==> config.mk <==
export PLATFORM = sky130hd
export DESIGN_NAME = bt_cmd_decoder
export DESIGN_NICKNAME = d
export VERILOG_FILES = /design/src/rtl/bt_cmd_pkg.sv /design/src/rtl/bt_timeout_cnt.sv /design/src/rtl/bt_cmd_decoder.sv
export SDC_FILE = /design/constraint.sdc
export NUM_CORES = 1
export LEC_CHECK = 0
export CORE_ASPECT_RATIO = 0.7
export CORE_MARGIN = 2
export CORE_UTILIZATION = 53
export CTS_CLUSTER_DIAMETER = 30
export CTS_CLUSTER_SIZE = 28
export DETAILED_ROUTE_END_ITERATION = 10
export DONT_BUFFER_PORTS = 1
export PLACE_DENSITY = 0.77
export SETUP_SLACK_MARGIN = 0.5
export SLEW_MARGIN = 0
export SYNTH_ARGS = -nofsm -noshare
export SYNTH_HDL_FRONTEND = slang
export SYNTH_SLANG_ARGS = --single-unit
==> constraint.sdc <==
create_clock -name clk -period 4.75 [get_ports clk]
set_input_delay 0.7125 -clock clk [delete_from_list [all_inputs] [get_ports clk]]
set_output_delay 0.7125 -clock clk [all_outputs]
set_load 0.01 [all_outputs]
==> src/rtl/bt_cmd_pkg.sv <==
// bt_cmd_pkg: frame header, opcodes and FSM states shared by the command decoder.
package bt_cmd_pkg;
  localparam logic [7:0] BT_HDR    = 8'hAA;
  localparam logic [7:0] OP_SELECT = 8'h01;
  localparam logic [7:0] OP_PLAY   = 8'h02;
  localparam logic [7:0] OP_STOP   = 8'h03;
  localparam logic [7:0] OP_KEY    = 8'h04;
  typedef enum logic [1:0] {S_IDLE, S_CMD, S_ARG, S_CHK} state_e;
endpackage

==> src/rtl/bt_timeout_cnt.sv <==
// bt_timeout_cnt: counts idle cycles while run is high; expire pulses on the LIMIT-th idle cycle.
module bt_timeout_cnt #(
  parameter int LIMIT = 2_000_000
) (
  input  logic clk,
  input  logic rst,
  input  logic run,
  input  logic clr,
  output logic expire
);
  localparam int W = LIMIT > 1 ? $clog2(LIMIT) : 1;
  logic [W-1:0] cnt_q, cnt_d;
  assign expire = run & ~clr & (cnt_q == W'(LIMIT - 1));
  always_comb cnt_d = (!run || clr || expire) ? '0 : cnt_q + 1'b1;
  always_ff @(posedge clk) cnt_q <= rst ? '0 : cnt_d;
endmodule

==> src/rtl/bt_cmd_decoder.sv <==
// bt_cmd_decoder: parses AA/CMD/ARG[/CHK] frames into song, play and key events.
// Define BT_CMD_CHECKSUM_EN for 4-byte frames with CHK = CMD ^ ARG; otherwise 3-byte frames.
module bt_cmd_decoder
  import bt_cmd_pkg::*;
#(
  parameter int TIMEOUT_CYCLES = 2_000_000,
  parameter int NUM_SONGS      = 10,
  parameter int NUM_KEYS       = 21
) (
  input  logic       clk,
  input  logic       rst,
  input  logic [7:0] rx_data,
  input  logic       rx_valid,
  output logic [3:0] choose,
  output logic       playing,
  output logic       key_valid,
  output logic [4:0] key_code,
  output logic       err,
  output logic       busy
);
  localparam logic [7:0] SONG_LIM = 8'(NUM_SONGS);
  localparam logic [7:0] KEY_LIM  = 8'(NUM_KEYS);
  state_e state_q, state_d;
  logic [7:0] cmd_q, cmd_d, fin_arg;
  logic [3:0] choose_q, choose_d;
  logic [4:0] key_code_q, key_code_d;
  logic playing_q, playing_d, key_valid_q, key_valid_d, err_q, err_d;
  logic expire, last, legal, chk_ok, exec;
`ifdef BT_CMD_CHECKSUM_EN
  logic [7:0] arg_q, arg_d;
  assign last    = rx_valid && state_q == S_CHK;
  assign fin_arg = arg_q;
  assign chk_ok  = rx_data == (cmd_q ^ arg_q);
  always_ff @(posedge clk) arg_q <= rst ? '0 : arg_d;
`else
  assign last    = rx_valid && state_q == S_ARG;
  assign fin_arg = rx_data;
  assign chk_ok  = 1'b1;
`endif
  assign busy  = state_q != S_IDLE;
  assign legal = (cmd_q == OP_SELECT && fin_arg < SONG_LIM) || cmd_q == OP_PLAY ||
                 cmd_q == OP_STOP || (cmd_q == OP_KEY && fin_arg < KEY_LIM);
  assign exec  = last && legal && chk_ok;
  bt_timeout_cnt #(.LIMIT(TIMEOUT_CYCLES)) u_tmo (
    .clk(clk), .rst(rst), .run(busy), .clr(rx_valid), .expire(expire)
  );
  always_comb begin
    state_d = state_q;
    cmd_d   = cmd_q;
`ifdef BT_CMD_CHECKSUM_EN
    arg_d   = arg_q;
`endif
    if (rx_valid) begin
      case (state_q)
        S_IDLE: state_d = rx_data == BT_HDR ? S_CMD : S_IDLE;
        S_CMD: begin
          cmd_d   = rx_data;
          state_d = S_ARG;
        end
`ifdef BT_CMD_CHECKSUM_EN
        S_ARG: begin
          arg_d   = rx_data;
          state_d = S_CHK;
        end
`endif
        default: state_d = S_IDLE;
      endcase
    end else if (expire) begin
      state_d = S_IDLE;
    end
    err_d       = (last && !exec) || expire;
    key_valid_d = exec && cmd_q == OP_KEY;
    key_code_d  = key_valid_d ? fin_arg[4:0] : key_code_q;
    choose_d    = exec && cmd_q == OP_SELECT ? fin_arg[3:0] : choose_q;
    playing_d   = !exec ? playing_q : cmd_q == OP_PLAY ? 1'b1 :
                  (cmd_q == OP_SELECT || cmd_q == OP_STOP) ? 1'b0 : playing_q;
  end
  always_ff @(posedge clk) begin
    if (rst) begin
      state_q     <= S_IDLE;
      cmd_q       <= '0;
      choose_q    <= '0;
      playing_q   <= 1'b0;
      key_valid_q <= 1'b0;
      key_code_q  <= '0;
      err_q       <= 1'b0;
    end else begin
      state_q     <= state_d;
      cmd_q       <= cmd_d;
      choose_q    <= choose_d;
      playing_q   <= playing_d;
      key_valid_q <= key_valid_d;
      key_code_q  <= key_code_d;
      err_q       <= err_d;
    end
  end
  assign choose    = choose_q;
  assign playing   = playing_q;
  assign key_valid = key_valid_q;
  assign key_code  = key_code_q;
  assign err       = err_q;
endmodule

==> results by group <==
STA
  – Hold WS: 0.472 ns
  – Worst-margin pin slew: 0.569 ns
  – Hold Vio Cnt, Final: 0
  – RSZ-0062 raised after global routing: false
  – Final Skew: 0.00398 ns
  – Fin Setup TNS: 0 ns
  – Post-layout minimum cycle time: 1.97 ns
  – Final slew viol count: 0
  – Tcrit/Tclk final: 0.414
  – Maximum clock frequency: 0.508 GHz
  – Endpoints failing setup: 0
  – Final worst setup slack: 2.78 ns
  – Relative slew slack: 0.619

Final layout
  – Antenna cells: 0
  – Area of the multi-input gates: 991 um2
  – Reg area: 861 um2
  – Layout fillers: 317
  – Ratio of cells with drive above 1 in the final layout: 0.0690
  – Most common cell after layout, fill and taps aside: dfxtp_1
  – Fin nets: 214
  – Area growth, synth to finish: 7.80%
  – Most frequent cells in the layout: dfxtp_1, nor2_1, xor2_1, mux2i_1, nand3_1

CTS
  – H-Tree Level Count: 2
  – Clock sink count: 43
  – Clock transition at path regs: 0.08 ns
  – Clock Tree Buf Depth: 2
  – Total CTS buffers: 5
  – Clock latency reported for the late side of the worst-skew pair: 0.30 ns
  – # Post-CTS Setup Buffers: 0
  – Post-CTS Hold Buffers: 0
  – Post-CTS sizing: 0
  – Clock root cell: clkbuf_8
  – CTS tree: done

Yosys
  – Synthesized flop and latch total: 43
  – Syn Area/Cell: 9.36 um2
  – Distinct cell type count after synthesis: 38
  – Post-synth top area cell: dfxtp_1
  – Post-synth EDFFs: 0
  – Post-Synthesis Cells: 204
  – Post-synth top area share: 0.451
  – Synth area leaders: dfxtp_1, xor2_1, nor2_1, mux2i_1, nand3b_1
  – Syn_nets: 216
  – Post-synth ARST share: 0
  – Seq/Total Area, Yosys: 0.451
  – Synthesized area: 1910 um2
  – Yosys warnings: 0
  – Top FF cell, synth: dfxtp_1

Hold path
  – Hold Path Depth: 1
  – Min-Delay Path Class: primary input to register

Routing
  – Post-route ant nets: 0
  – DR DRC count: 0
  – Routed length per placed instance: 13.8 um
  – Routed WL: 3.50 mm
  – Via/cell ratio: 5.40
  – DR pass1 iterations: 4
  – Initial DRC count: 88
  – Routed vias: 1367

Setup path
  – Crit path kind: register to register
  – Reg2Reg Depth: 5
  – Crit-path slowest cell: or4b_1
  – CP Launch Type: register
  – Max incr delay on CP: 0.54 ns
  – Critical Path RT: 4.93 ns
  – Crit-path cells: or4b_1 -> nor4b_2 -> nand4_2 -> nand3_2 -> nor2_1
  – Crit Path Max Fanout: 20
  – Critical path arrival: 2.15 ns
  – CP endpoint kind: register

Run
  – Max-cap violations: 0

Global routing
  – Largest net degree at the start of global routing: 29
  – Vias in the first global route: 1146
  – Total GRT Usage: 0.189
  – First-pass GRT wire length: 5.58 mm
  – Antenna violations before repair: 0
  – GR Overflow Total: 0

Pwr
  – Pwr Density: 342 nW/um2
  – Maximum vdd drop: 229 uV
  – Static leakage: 0.736 nW

Floorplan
  – DIE WIDTH: 75.7 um
  – I/O pins: 24
  – Die ar.: 4110 um2
  – # rows: 18
  – Die H: 54.2 um
  – Initial Util: 0.547
  – Core area: 3490 um2

Outcome
  – Status: finished clean

Placement
  – Pre-CTS setup slack: 2.73 ns
  – I/O Buffers: 0
  – Post-DP HPWL: 2.45 mm
  – RePlAce Congestion: 0.830
layer usage:
metal	GRT usage	routed length [um]
met1	0.288	1910
met2	0.231	1290
met3	0.0626	246
met4	0.0877	58
met5	0	0
final cells by class:
| cell class | instances | share of cell area |
|---|---|---|
| Tap cell | 50 | 0.0304 |
| Inverter | 2 | 0.00365 |
| Clock buffer | 5 | 0.0334 |
| Clock inverter | 3 | 0.0328 |
| Sequential cell | 43 | 0.418 |
| Multi-Input combinational cell | 150 | 0.481 |
cell usage after synthesis (2+ instances only):
master and count:
nand2b_1 9, and3_1 4, nand2_1 10, nor4_1 2, buf_6 2, xor2_1 17
nand3_1 11, and4_1 4, xnor2_1 2, nor3_1 2, o21ai_0 6, dfxtp_1 43
clkbuf_1 6, nand4_1 4, mux2i_1 13, a21oi_1 2, nor2_1 36, nand3b_1 8
inv_1 2, a311oi_1 2, nand4b_1 2
final timing paths:
kind / startpoint / slack [ns] / end
max: u_tmo.cnt_q[8] / 2.78 / u_tmo.cnt_q[2]
min: rst / 0.47 / key_valid
max reg2reg: u_tmo.cnt_q[8] / 2.78 / u_tmo.cnt_q[2]
min reg2reg: u_tmo.cnt_q[0] / 0.48 / u_tmo.cnt_q[0]
where the power goes:
group,switching (mW),leakage (nW),internal [mW]
sequential,0.0000539,0.346,0.360
clock,0.127,0.0644,0.210
combinational,0.00295,0.326,0.00422
total,0.130,0.736,0.574
critical path, delay by kind of cell, from the launching register on:
family	cells	cell delay (ns)
AND/OR/NAND/NOR	5	1.47
flip-flops	1	0.37
logic make-up (layout without fill, tap and decap cells):
kind of cell | Yosys count | after routing | synth area share
buffers and inverters | 11 | 10 | 0.0301
AOI/OAI and AO/OA | 16 | 16 | 0.0636
adders and majority gates | 1 | 1 | 0.00655
and+or+nand+nor | 101 | 101 | 0.294
DFF | 43 | 43 | 0.451
muxes | 13 | 13 | 0.0681
xor gates and xnor gates | 19 | 19 | 0.0872
flip-flops by register name, summed over array words and instances, names as in the netlist:
signal	count
err	1
key_valid	1
cmd_q	8
u_tmo.cnt_q	21
state_q	2
choose	4
playing	1
key_code	5
metrics by stage:
| step | total power [mW] | util | cell area [um2] | std cells |
|---|---|---|---|---|
| 2_1_floorplan | 0.377 | - | 1910 | 204 |
| 3_3_place_gp | 0.376 | 0.551 | 1920 | 245 |
| 3_5_place_dp | 0.376 | 0.551 | 1920 | 245 |
| 4_1_cts | 0.710 | 0.590 | 2060 | 253 |
| 5_1_grt | 0.727 | 0.590 | 2060 | 253 |
| 6_report | 0.704 | 0.590 | 2060 | 253 |
Note: power is estimated with default switching activity, not from simulation.
